--- config.mk ---
export PLATFORM = sky130hd
export DESIGN_NAME = dram_cmd_scheduler
export DESIGN_NICKNAME = d
export VERILOG_FILES = /design/src/rtl/dram_cmd_scheduler_pkg.sv /design/src/rtl/dram_cmd_scheduler_bank.sv /design/src/rtl/dram_cmd_scheduler.sv
export SDC_FILE = /design/constraint.sdc
export NUM_CORES = 1
export LEC_CHECK = 0
export CAP_MARGIN = 20
export CORE_MARGIN = 3
export CORE_UTILIZATION = 56
export DETAILED_ROUTE_END_ITERATION = 7
export MAX_ROUTING_LAYER = met4
export PLACE_DENSITY = 0.77
export SLEW_MARGIN = 20
export SYNTH_ARGS = -nofsm -noshare
export SYNTH_HDL_FRONTEND = slang
export SYNTH_SLANG_ARGS = --single-unit
--- constraint.sdc ---
create_clock -name clk -period 2.95 [get_ports clk]
set_input_delay 0.59 -clock clk [delete_from_list [all_inputs] [get_ports clk]]
set_output_delay 0.59 -clock clk [all_outputs]
set_load 0.1 [all_outputs]
--- src/rtl/dram_cmd_scheduler_pkg.sv ---
// Shared types, address-map constants and default DDR4 timings for the
// in-order DRAM command scheduler.
package global_defs;

    typedef enum logic [2:0] {
        CMD_NOP = 3'd0,
        CMD_ACT = 3'd1,
        CMD_RD  = 3'd2,
        CMD_WR  = 3'd3,
        CMD_PRE = 3'd4
    } dram_cmd_t;

    typedef enum logic [2:0] {
        ST_IDLE,
        ST_DECIDE,
        ST_PRECHARGE,
        ST_ACTIVATE,
        ST_COLUMN,
        ST_WAIT,
        ST_DONE
    } sched_state_t;

    typedef enum logic [1:0] {
        OP_READ     = 2'd0,
        OP_WRITE    = 2'd1,
        OP_IFETCH   = 2'd2,
        OP_READ_ALT = 2'd3
    } operation_t;

    localparam int ADDR_W     = 33;
    localparam int ROW_W      = 15;
    localparam int COL_HI_W   = 8;
    localparam int COL_LO_W   = 3;
    localparam int COL_W      = COL_HI_W + COL_LO_W;
    localparam int BANK_W     = 2;
    localparam int BG_W       = 2;
    localparam int BANK_IDX_W = BG_W + BANK_W;
    localparam int NUM_BANKS  = 1 << BANK_IDX_W;
    localparam int CMD_ADDR_W = 15;
    localparam int PRE_CNT_W  = 8;
    localparam int WAIT_W     = 8;

    localparam int ROW_LSB    = 18;
    localparam int COL_HI_LSB = 10;
    localparam int BANK_LSB   = 8;
    localparam int BG_LSB     = 6;
    localparam int COL_LO_LSB = 3;

    typedef struct packed {
        logic                 open;
        logic [ROW_W-1:0]     row;
        logic [PRE_CNT_W-1:0] pre_cnt;
    } bank_entry_t;

    // Timings in controller clocks (one DIMM clock = two controller clocks).
    localparam int DEF_T_RCD   = 48;
    localparam int DEF_T_RP    = 48;
    localparam int DEF_T_CL    = 48;
    localparam int DEF_T_CWL   = 40;
    localparam int DEF_T_RAS   = 104;
    localparam int DEF_T_RTP   = 24;
    localparam int DEF_T_WR    = 40;
    localparam int DEF_T_BURST = 8;

endpackage

--- src/rtl/dram_cmd_scheduler_bank.sv ---
// Per-bank open-row state and PRE-legality counters for all 16 banks.
module bank_table
    import global_defs::*;
#(
    parameter int T_RAS    = DEF_T_RAS,
    parameter int T_RTP    = DEF_T_RTP,
    parameter int T_WR_PRE = DEF_T_CWL + DEF_T_BURST + DEF_T_WR
) (
    input  logic                  clk,
    input  logic                  rst,
    input  logic [BANK_IDX_W-1:0] rd_idx,
    output bank_entry_t           rd_entry,
    input  logic                  upd_valid,
    input  logic [2:0]            upd_cmd,
    input  logic [BANK_IDX_W-1:0] upd_idx,
    input  logic [ROW_W-1:0]      upd_row
);

    localparam logic [PRE_CNT_W-1:0] RAS_LD = PRE_CNT_W'(T_RAS);
    localparam logic [PRE_CNT_W-1:0] RTP_LD = PRE_CNT_W'(T_RTP);
    localparam logic [PRE_CNT_W-1:0] WR_LD  = PRE_CNT_W'(T_WR_PRE);

    bank_entry_t entries [NUM_BANKS];

    function automatic logic [PRE_CNT_W-1:0] load_max(
        input logic [PRE_CNT_W-1:0] cur,
        input logic [PRE_CNT_W-1:0] floor_v
    );
        return (cur > floor_v) ? cur : floor_v;
    endfunction

    function automatic logic [PRE_CNT_W-1:0] sat_dec(input logic [PRE_CNT_W-1:0] cur);
        return (cur != '0) ? cur - PRE_CNT_W'(1) : '0;
    endfunction

    assign rd_entry = entries[rd_idx];

    // A load replaces the decrement in its cycle; RD/WR never shorten an existing hold.
    always_ff @(posedge clk) begin
        for (int i = 0; i < NUM_BANKS; i++) begin
            if (upd_valid && upd_idx == BANK_IDX_W'(i) && upd_cmd == CMD_ACT) begin
                entries[i].row <= upd_row;
            end
            if (rst) begin
                entries[i].open    <= 1'b0;
                entries[i].pre_cnt <= '0;
            end else if (upd_valid && upd_idx == BANK_IDX_W'(i)) begin
                case (upd_cmd)
                    CMD_ACT: begin
                        entries[i].open    <= 1'b1;
                        entries[i].pre_cnt <= RAS_LD;
                    end
                    CMD_RD:  entries[i].pre_cnt <= load_max(entries[i].pre_cnt, RTP_LD);
                    CMD_WR:  entries[i].pre_cnt <= load_max(entries[i].pre_cnt, WR_LD);
                    CMD_PRE: begin
                        entries[i].open    <= 1'b0;
                        entries[i].pre_cnt <= sat_dec(entries[i].pre_cnt);
                    end
                    default: entries[i].pre_cnt <= sat_dec(entries[i].pre_cnt);
                endcase
            end else begin
                entries[i].pre_cnt <= sat_dec(entries[i].pre_cnt);
            end
        end
    end

endmodule

--- src/rtl/dram_cmd_scheduler.sv ---
// In-order DDR4 command scheduler: decodes one queued request at a time and
// issues the PRE/ACT/RD/WR sequence it needs under an open-page policy.
module dram_cmd_scheduler
    import global_defs::*;
#(
    parameter int T_RCD   = DEF_T_RCD,
    parameter int T_RP    = DEF_T_RP,
    parameter int T_CL    = DEF_T_CL,
    parameter int T_CWL   = DEF_T_CWL,
    parameter int T_RAS   = DEF_T_RAS,
    parameter int T_RTP   = DEF_T_RTP,
    parameter int T_WR    = DEF_T_WR,
    parameter int T_BURST = DEF_T_BURST
) (
    input  logic                  clk,
    input  logic                  rst,
    input  logic                  req_valid,
    input  logic [1:0]            req_op,
    input  logic [ADDR_W-1:0]     req_addr,
    output logic                  req_ready,
    output logic                  cmd_valid,
    output logic [2:0]            cmd,
    output logic [BG_W-1:0]       cmd_bg,
    output logic [BANK_W-1:0]     cmd_bank,
    output logic [CMD_ADDR_W-1:0] cmd_addr,
    output logic                  done,
    output logic                  busy
);

    // WAIT spans N-1 cycles so the next command lands exactly N cycles after
    // the previous one; the counter runs down to zero inclusive, hence N-2.
    localparam logic [WAIT_W-1:0] RP_WAIT  = WAIT_W'(T_RP - 2);
    localparam logic [WAIT_W-1:0] RCD_WAIT = WAIT_W'(T_RCD - 2);
    localparam logic [WAIT_W-1:0] RD_WAIT  = WAIT_W'(T_CL + T_BURST - 2);
    localparam logic [WAIT_W-1:0] WR_WAIT  = WAIT_W'(T_CWL + T_BURST - 2);

    sched_state_t          state, state_nxt, ret_state, ret_nxt;
    logic [WAIT_W-1:0]     wait_cnt, wait_nxt;
    operation_t            op_q;
    logic [ROW_W-1:0]      row_q;
    logic [COL_W-1:0]      col_q;
    logic [BG_W-1:0]       bg_q;
    logic [BANK_W-1:0]     bank_q;
    dram_cmd_t             cmd_d;
    bank_entry_t           cur_entry;
    logic                  accept;
    logic                  is_write;
    logic                  row_hit;
    logic                  unused_byte;

    assign accept      = req_valid && req_ready;
    assign is_write    = (op_q == OP_WRITE);
    assign row_hit     = cur_entry.open && (cur_entry.row == row_q);
    assign unused_byte = ^req_addr[COL_LO_LSB-1:0];
    assign busy        = (state != ST_IDLE);
    assign cmd         = cmd_d;

    always_ff @(posedge clk) begin
        if (accept) begin
            op_q   <= operation_t'(req_op);
            row_q  <= req_addr[ROW_LSB +: ROW_W];
            col_q  <= {req_addr[COL_HI_LSB +: COL_HI_W], req_addr[COL_LO_LSB +: COL_LO_W]};
            bank_q <= req_addr[BANK_LSB +: BANK_W];
            bg_q   <= req_addr[BG_LSB +: BG_W];
        end
    end

    always_ff @(posedge clk) begin
        if (rst) begin
            state     <= ST_IDLE;
            ret_state <= ST_IDLE;
            wait_cnt  <= '0;
        end else begin
            state     <= state_nxt;
            ret_state <= ret_nxt;
            wait_cnt  <= wait_nxt;
        end
    end

    always_comb begin
        state_nxt = state;
        ret_nxt   = ret_state;
        wait_nxt  = wait_cnt;
        req_ready = 1'b0;
        done      = 1'b0;
        cmd_d     = CMD_NOP;
        cmd_valid = 1'b0;
        cmd_bg    = '0;
        cmd_bank  = '0;
        cmd_addr  = '0;
        unique case (state)
            ST_IDLE: begin
                req_ready = req_valid;
                if (req_valid) state_nxt = ST_DECIDE;
            end
            ST_DECIDE: begin
                if (row_hit)                state_nxt = ST_COLUMN;
                else if (!cur_entry.open)   state_nxt = ST_ACTIVATE;
                else                        state_nxt = ST_PRECHARGE;
            end
            ST_PRECHARGE: begin
                if (cur_entry.pre_cnt == '0) begin
                    cmd_d     = CMD_PRE;
                    cmd_valid = 1'b1;
                    cmd_bg    = bg_q;
                    cmd_bank  = bank_q;
                    wait_nxt  = RP_WAIT;
                    ret_nxt   = ST_ACTIVATE;
                    state_nxt = ST_WAIT;
                end
            end
            ST_ACTIVATE: begin
                cmd_d     = CMD_ACT;
                cmd_valid = 1'b1;
                cmd_bg    = bg_q;
                cmd_bank  = bank_q;
                cmd_addr  = row_q;
                wait_nxt  = RCD_WAIT;
                ret_nxt   = ST_COLUMN;
                state_nxt = ST_WAIT;
            end
            ST_COLUMN: begin
                cmd_d     = is_write ? CMD_WR : CMD_RD;
                cmd_valid = 1'b1;
                cmd_bg    = bg_q;
                cmd_bank  = bank_q;
                cmd_addr  = CMD_ADDR_W'(col_q);
                wait_nxt  = is_write ? WR_WAIT : RD_WAIT;
                ret_nxt   = ST_DONE;
                state_nxt = ST_WAIT;
            end
            ST_WAIT: begin
                if (wait_cnt == '0) state_nxt = ret_state;
                else                wait_nxt  = wait_cnt - WAIT_W'(1);
            end
            ST_DONE: begin
                done      = 1'b1;
                state_nxt = ST_IDLE;
            end
            default: state_nxt = ST_IDLE;
        endcase
    end

    bank_table #(
        .T_RAS    (T_RAS),
        .T_RTP    (T_RTP),
        .T_WR_PRE (T_CWL + T_BURST + T_WR)
    ) u_bank_table (
        .clk       (clk),
        .rst       (rst),
        .rd_idx    ({bg_q, bank_q}),
        .rd_entry  (cur_entry),
        .upd_valid (cmd_valid),
        .upd_cmd   (cmd_d),
        .upd_idx   ({bg_q, bank_q}),
        .upd_row   (row_q)
    );

endmodule

==> results of run 1 <==
[worst min-delay path, cell delays in order]
cell	delay (ps)
buf_2	110
inv_2	120
o21ai_2	90
[power breakdown]
group	total [W]	internal (W)	switching, W
logic	0.0126	0.00557	0.00702
clock network	0.00593	0.00350	0.00243
registers	0.00889	0.00809	0.000800
[synthesized netlist by cell type, types with 11 or more instances]
cell type / count / area share (%)
nand2b_1: 25 / 0.75
clkbuf_1: 44 / 0.79
dfxtp_1: 18 / 1.7
mux4_2: 55 / 6.0
xnor2_1: 58 / 2.4
a31oi_1: 19 / 0.57
mux2i_1: 45 / 2.2
a22o_1: 11 / 0.46
nor4_1: 19 / 0.57
nor3_1: 72 / 1.7
buf_2: 15 / 0.36
nand2_1: 87 / 1.6
and2_1: 11 / 0.33
xor2_1: 47 / 2.0
a21oi_1: 47 / 1.1
or4_1: 12 / 0.43
o211ai_1: 12 / 0.43
or3_1: 16 / 0.48
o21ai_0: 21 / 0.50
inv_1: 51 / 0.92
edfxtp_1: 416 / 60
nand3b_1: 14 / 0.50
nand3_1: 23 / 0.55
nor2b_1: 21 / 0.63
o31ai_1: 16 / 0.58
nor2_1: 161 / 2.9
o22ai_1: 35 / 1.1
ha_1: 34 / 2.0
[stage by stage]
step                      hold WS, ps  area, sq um  TNS (ps)
final                             464        26200    -14570
after global routing              439        26200    -24850
after CTS                         453        25700    -13120
after detailed placement          457        24000    -28210
after global placement            454        24000    -26610
after floorplan                   433        20900     -2020
[path summary, 6_finish.rpt]
| kind | endpoint | slack, ps | cells after the start |
|---|---|---|---|
| max reg2reg | u_bank_table.entries[0][0] | -260 | 12 |
| min reg2reg | ret_state[2] | 470 | 2 |
| min | u_bank_table.entries[0][23] | 460 | 3 |
| max | cmd_bg[1] | -760 | 12 |
[cell type report]
cell class	instances	share of cell area, %
inverter	52	0.759
multi-input combinational	1008	29.6
timing repair buffer	345	12.5
clock inverter	28	1.29
sequential	434	49.1
clock buffer	54	4.55
tap	461	2.20
[logic make-up after synthesis]
family                     Yosys count  synth area share [%]
muxes                              108                  8.55
xor gates and xnor gates           105                  4.42
buffers and inverters              125                  2.56
and+or+nand+nor                    497                  11.8
adders and majority gates           34                  2.04
DFF                                434                  61.7
AOI/OAI and AO/OA                  264                  8.89
[repair_timing]
action,in CTS,in global routing
cloned,0,4
pin swaps,8,19
setup buffers,3,22
setup endpoints to repair,127,142
resized for setup,19,51
[routing by layer]
layer / wire length (um) / vias up / GRT usage, %
met1: 22600 / 7614 / 40.1
met4: 2400 / 0 / 11.0
met3: 7140 / 185 / 7.52
met2: 28700 / 1101 / 46.9
met5: 0 / - / -
li1: - / 6696 / -
[registers in the layout, indices dropped and copies added, names as in the netlist, named ones only]
| register | cells |
|---|---|
| bank_q | 2 |
| bg_q | 2 |
| col_q | 11 |
| op_q | 2 |
| ret_state | 3 |
| row_q | 15 |
| state | 3 |
| u_bank_table.entries | 384 |
| wait_cnt | 8 |
==> flow_summary.yaml, run 1 <==
cells_and_area:
  n_fill_cell: 2226
  layout_commonest_cell: "edfxtp_1"
  multiInputGateArea_sq_mm: 0.00776
  final-seq-area_sq_mm: 0.0129
  syn_to_final_growth_pct: 25.8
  stdcell_count: 2382
  diodes: 0
  nets: 1958
  drive_above_1_share_pct: 27.5
  final_util_pct: 72.6
  layout_common_cells: "416 x edfxtp_1, 258 x buf_4, 147 x nor2_1"
sta:
  worst_slew_pin_slew_ps: 1020
  finalMaxSlewViolations: 0
  final_hold_viol_count: 0
  max_freq_mhz: 270
  fin_crit_sh_pct: 126
  max_slew_margin_pct: 32.0
  setup_violations: 95
  fin_crit_ps: 3710
  rsz0062_at_grt: "yes"
  setup_slack_ps: -759
  finClkSkew_ps: 23.9
placed_design:
  io_buffers: 60
  hpwl_um: 38300
  routabilityCongestion: 0.943
  placed_cells: 2271
  post-place-ws_ps: -362
floorplan:
  coreArea_sq_mm: 0.0361
  dieArea_sq_mm: 0.0395
  die_h_um: 199
  chipWidth_um: 199
  ioPinCount: 64
  start_util_pct: 57.7
  rows: 69
yosys:
  synth_edf_count: 416
  synth_flop_cell: "edfxtp_1"
  yosysWarnings: 0
  async_reset_ff_share_pct: 0
  syn-num-nets: 1639
  ys_seq_area_share_pct: 61.7
  syn-mean-instance-area_sq_um: 13.3
  netlist_instances: 1567
  netlist_area_sq_mm: 0.0208
  synth-seq-cells: 434
  synth_cell_types: 75
routing:
  vias_per_cell: 6.55
  avgRoutedWirePerCell_um: 25.5
  drtPass1Iterations: 5
  drc: 0
  dr_total_vias: 15600
  postRouteAntennaNets: 0
  drtIter0Drc: 2218
  wl_um: 60800
clocking:
  hold_buffers: 0
  numClockSinks: 434
  cts_made_buffers: 45
  clock_latency_ps: 600
  cts_tree: "built"
  h-tree-depth: 2
  path_clk_slew_ps: 60
  root_buffer: "clkbuf_16"
  cts_buffer_depth: 3
critical_path:
  critPathTopFamily: "buffers and inverters"
  cp-end-kind: "primary output"
  crit_arrival_ps: 3120
  path_buf_inv: 6
  crit_chain: "buf_4 -> buf_4 -> inv_1 -> nand2_1 -> o221ai_1 -> o32ai_4 -> o31a_1 -> buf_6 -> nor2_4 -> clkinvlp_4 -> and2_4 -> buf_12"
  rr_startpoint: "u_bank_table.entries[4][0]"
  crit_path_frequent_cell: "buf_4"
  cpMaxStageDelayCell: "dfxtp_4"
  cpPeakStageDelay_ps: 360
  worstPathMaxFanout: 5
  critPathKind: "reg2out"
  crit_required_ps: 2360
  crit_path_start_kind: "flop"
global_route:
  track_usage_pct: 30.6
  overflow: 0
  grt_start_max_net_pins: 35
  antenna_found_initial: 0
  grt_pass1_wl_um: 88000
  grt_pass1_vias: 15300
power_and_ir_drop:
  p_leak_nw: 9.72
  ir_drop_mv: 0.590
  report.power.total_w: 0.0274
  power_density_mw_per_mm2: 1050
job:
  drv_cap: 0
outcome:
  violations: "setup timing"
  status: "finished, violations left"
worst_hold_path:
  hp-class: "in2reg"
  hp-start: "rst"
Power figures use the tool's default switching activity.
==> run 2, diff against run 1 <==
--- a/config.mk
+++ b/config.mk
@@ -7,10 +7,11 @@
 export LEC_CHECK = 0
 export CAP_MARGIN = 20
 export CORE_MARGIN = 3
-export CORE_UTILIZATION = 56
+export CORE_UTILIZATION = 58
 export DETAILED_ROUTE_END_ITERATION = 7
+export DONT_BUFFER_PORTS = 1
 export MAX_ROUTING_LAYER = met4
-export PLACE_DENSITY = 0.77
+export PLACE_DENSITY = 0.76
 export SLEW_MARGIN = 20
 export SYNTH_ARGS = -nofsm -noshare
 export SYNTH_HDL_FRONTEND = slang
==> flow_summary.yaml, run 2 (synthesis results as in run 1) <==
power_and_ir_drop:
  p_seq_share_pct: 33.4
  power_density_mw_per_mm2: 1050
  p_comb_share_pct: 45.8
  power.internal_w: 0.0166
  ir_drop_mv: 0.974
  netSwitchingFraction_pct: 37.3
  power.switching_w: 0.00989
  p_leak_nw: 9.37
  clock_power_share_pct: 20.8
placed_design:
  hpwl_um: 36700
  io_buffers: 0
  routabilityCongestion: 0.972
critical_path:
  worstSetupEndpoint: "cmd_bg[0]"
  worstPathMaxFanout: 5
  cp-end-kind: "primary output"
  cp-startpoint: "u_bank_table.entries[15][3]"
  crit_arrival_ps: 3110
  r2r_end: "u_bank_table.entries[7][4]"
  crit_required_ps: 2360
  crit_path_start_kind: "flop"
  worstRegToRegCells: 12
  critPathKind: "reg2out"
  ff2ff_setup_slack_ps: -710
clocking:
  cts_made_buffers: 45
  h-tree-depth: 2
  cts_tree: "built"
  path_clk_slew_ps: 60
  root_buffer: "clkbuf_16"
  numClockSinks: 434
  clock_latency_ps: 560
  cts_buffer_depth: 3
sta:
  fin_tns_setup_ps: -74450
  rsz0062_at_grt: "yes"
  final_hold_viol_count: 0
  setup_slack_ps: -747
  fin_crit_sh_pct: 125
  worst_slew_pin_slew_ps: 1180
  setup_violations: 138
  finClkSkew_ps: 12.6
  fin_crit_ps: 3700
  max_slew_margin_pct: 20.5
  max_freq_mhz: 271
  holdWs_ps: 124
  finalMaxSlewViolations: 0
floorplan:
  dieArea_sq_mm: 0.0382
  die_h_um: 195
  rows: 68
  chipWidth_um: 195
  coreArea_sq_mm: 0.0350
  ioPinCount: 64
  start_util_pct: 59.5
routing:
  vias_per_cell: 6.51
  postRouteAntennaNets: 0
  avgRoutedWirePerCell_um: 24.8
  drc: 0
  wl_um: 57900
  drtIter0Drc: 2085
  dr_total_vias: 15200
  drtPass1Iterations: 7
worst_hold_path:
  hp-class: "in2reg"
cells_and_area:
  final_util_pct: 72.4
  n_fill_cell: 2131
  largest_register_ffs: 384
  reg.largest.list: "u_bank_table.entries (384), row_q (15), col_q (11)"
  layout_commonest_cell: "edfxtp_1"
  drive_above_1_share_pct: 26.6
  syn_to_final_growth_pct: 21.7
  nets: 1907
  layout_common_cells: "416 x edfxtp_1, 256 x buf_4, 141 x nor2_1"
  max_flop_register: "u_bank_table.entries"
global_route:
  antenna_found_initial: 3
  grt_pass1_wl_um: 85200
  track_usage_pct: 29.9
  overflow: 0
  grt_pass1_vias: 14900
  grt_start_max_net_pins: 50
outcome:
  violations: "setup timing"
  status: "finished, violations left"
job:
  drv_cap: 0
-- run 2: changes by cell type in the layout (fill, tap and decap cells not counted), moves of 4 or more --
cell | before | now
nor2_1 | 147 | 141
diode_2 | 0 | 7
buf_12 | 38 | 26
clkdlybuf4s50_1 | 33 | 0
clkinv_1 | 10 | 3
clkbuf_16 | 50 | 46
bufinv_16 | 7 | 3
nor2_2 | 10 | 15
clkbuf_1 | 7 | 16
-- run 2: power by group through the flow --
stage	clock, W	combinational (W)	sequential [W]
floorplan	0	0.00710	0.00889
global placement	0	0.0108	0.00887
detailed placement	0	0.0111	0.00895
CTS	0.00556	0.0116	0.00881
global route	0.00576	0.0129	0.00895
finish	0.00551	0.0121	0.00886
-- run 2: area by class of cell --
class,instances,area [sq um],area share [%]
inverter,52,199,0.785
tap,455,569,2.25
antenna,7,17.5,0.0691
sequential,434,12900,50.8
timing repair buffer,294,2580,10.2
clock inverter,13,151,0.598
clock buffer,65,1250,4.94
multi-input combinational,1008,7700,30.4
-- run 2: per-stage QoR --
stage                     instances  setup slack, ps  total power [W]  area, sq um
after CTS                      2313             -701           0.0260        25200
after global placement         2221             -294           0.0196        23500
after detailed placement       2221             -451           0.0200        23500
after global routing           2326             -791           0.0276        25300
final                          2328             -747           0.0265        25300
after floorplan                1567             -495           0.0160        20900
-- run 2: what timing repair did --
| action | 4_1_cts | 5_1_grt |
|---|---|---|
| cloned | 1 | 0 |
| endpoints found under the setup margin | 143 | 141 |
| gates resized for setup | 31 | 22 |
| pin swaps | 13 | 13 |
| hold buffers | 0 | 0 |
| setup buffers | 13 | 10 |
-- run 2: how the worst min path moves through the flow --
stage / end / startpoint / slack (ps) / depth (start not counted)
detailed placement: ret_state[2] / ret_state[2] / 450 / 2
finish: col_q[2] / req_addr[5] / 120 / 0
global route: row_q[5] / req_addr[23] / 110 / 0
global placement: ret_state[2] / ret_state[2] / 440 / 2
CTS: wait_cnt[5] / rst / 100 / 1
floorplan: ret_state[2] / ret_state[2] / 430 / 2
-- run 2: critical path, cell delays in order (launching register included) --
cell and delay [ps]:
edfxtp_1 400, or4_4 590, a32o_2 280, a211oi_2 240, and4b_1 270, o31a_1 170
buf_6 130, nor2_4 40, clkinvlp_4 90, and2_4 330
-- run 2: metal layers --
| layer | track usage [%] | vias to the layer above | wire, um |
|---|---|---|---|
| met5 | - | - | 0 |
| met4 | 11.7 | 0 | 2320 |
| met3 | 7.38 | 213 | 6860 |
| met2 | 45.1 | 1000 | 26900 |
| met1 | 39.6 | 7376 | 21700 |
| li1 | - | 6576 | - |
==> run 3, diff against run 2 <==
--- a/config.mk
+++ b/config.mk
@@ -16,3 +16,4 @@
 export SYNTH_ARGS = -nofsm -noshare
 export SYNTH_HDL_FRONTEND = slang
 export SYNTH_SLANG_ARGS = --single-unit
+export TNS_END_PERCENT = 30
==> flow_summary.yaml, run 3 (synthesis results as in run 1) <==
cells_and_area:
  syn_to_final_growth_pct: 22.1
  nets: 1899
  multiInputGateArea_sq_mm: 0.00776
  largest_register_ffs: 384
  stdcell_count: 2320
  reg.largest.list: "u_bank_table.entries (384), row_q (15), col_q (11)"
  final-seq-area_sq_mm: 0.0129
  drive_above_1_share_pct: 26.4
  layout_commonest_cell: "edfxtp_1"
  layout_common_cells: "416 x edfxtp_1, 249 x buf_4, 145 x nor2_1"
  max_flop_register: "u_bank_table.entries"
  n_fill_cell: 2126
  final_util_pct: 72.7
power_and_ir_drop:
  power_density_mw_per_mm2: 1040
  ir_drop_mv: 1.80
  p_leak_nw: 9.37
  report.power.total_w: 0.0265
floorplan:
  rows: 68
  coreArea_sq_mm: 0.0350
  ioPinCount: 64
  die_h_um: 195
  dieArea_sq_mm: 0.0382
  start_util_pct: 59.5
  chipWidth_um: 195
clocking:
  h-tree-depth: 2
  clock_latency_ps: 570
  path_clk_slew_ps: 60
  numClockSinks: 434
  cts_buffer_depth: 3
  cts_made_buffers: 45
  root_buffer: "clkbuf_16"
  cts_tree: "built"
  hold_buffers: 0
critical_path:
  cp-end-kind: "primary output"
  ff2ff_setup_slack_ps: -230
  crit_required_ps: 2360
  worstPathMaxFanout: 5
  critPathKind: "reg2out"
  crit_path_start_kind: "flop"
  crit_arrival_ps: 3030
sta:
  finClkSkew_ps: 25.9
  final_hold_viol_count: 0
  max_slew_margin_pct: 29.8
  max_freq_mhz: 276
  fin_crit_ps: 3620
  fin_crit_sh_pct: 123
  worst_slew_pin_slew_ps: 1040
  holdWs_ps: 111
  setup_slack_ps: -669
  finalMaxSlewViolations: 0
  rsz0062_at_grt: "yes"
  setup_violations: 116
routing:
  drtPass1Iterations: 5
  vias_per_cell: 6.50
  wl_um: 57100
  postRouteAntennaNets: 0
  drtIter0Drc: 1850
  drc: 0
  avgRoutedWirePerCell_um: 24.6
  dr_total_vias: 15100
global_route:
  track_usage_pct: 30.1
  antenna_found_initial: 2
  grt_pass1_wl_um: 85600
  overflow: 0
  grt_start_max_net_pins: 50
  grt_pass1_vias: 15000
placed_design:
  hpwl_um: 37800
  io_buffers: 0
  routabilityCongestion: 0.925
  placed_cells: 2224
worst_hold_path:
  hp-class: "in2reg"
outcome:
  status: "finished, violations left"
  violations: "setup timing"
job:
  drv_cap: 0
-- run 3: metal layers --
| layer | share of wire [%] | global-route usage (%) |
|---|---|---|
| met1 | 39 | 39.6 |
| met4 | 3.6 | 10.9 |
| met3 | 11 | 7.94 |
| met5 | 0 | - |
| met2 | 46 | 45.8 |
-- run 3: repair_timing --
action,in CTS,in global routing
setup endpoints to repair,134,139
hold endpoints to repair,0,0
resized for setup,19,47
setup buffers,5,7
pin swaps,7,13
-- run 3: final cells by class --
cell class / count / area share (%)
Antenna cell: 1 / 0.00985
Clock buffer: 62 / 4.88
Clock inverter: 22 / 1.02
Inverter: 52 / 0.783
Multi-Input combinational cell: 1008 / 30.6
Sequential cell: 434 / 50.6
Tap cell: 455 / 2.24
Timing Repair Buffer: 286 / 9.89
-- run 3: power breakdown --
group	switching [W]	leakage [nW]	internal, W	total [W]
Clock	0.00236	0.722	0.00339	0.00576
Sequential	0.000790	4.28	0.00809	0.00888
Combinational	0.00673	4.37	0.00516	0.0119
Total	0.00988	9.37	0.0166	0.0265
-- run 3: stage by stage --
stage,area (sq um),worst slack (ps),TNS (ps)
after CTS,25100,-653,-31820
after global placement,23500,-294,-25780
final,25400,-669,-13540
after global routing,25400,-717,-20590
after detailed placement,23500,-347,-35040
after floorplan,20800,-741,-14540
-- run 3: critical path, cell delays in order, from the launching register on --
cell        delay [ps]
edfxtp_1           380
or4_4              570
a32o_2             310
a211oi_4           210
and4b_1            280
o31a_1             220
nor2_4              70
clkinvlp_4         100
and2_4             340
-- run 3: worst paths after layout --
kind | to | cells after the start | startpoint
max | cmd_bg[0] | 8 | u_bank_table.entries[9][0]
min | row_q[11] | 0 | req_addr[29]
max reg2reg | wait_cnt[6] | 11 | flop
min reg2reg | ret_state[2] | 2 | ret_state[2]
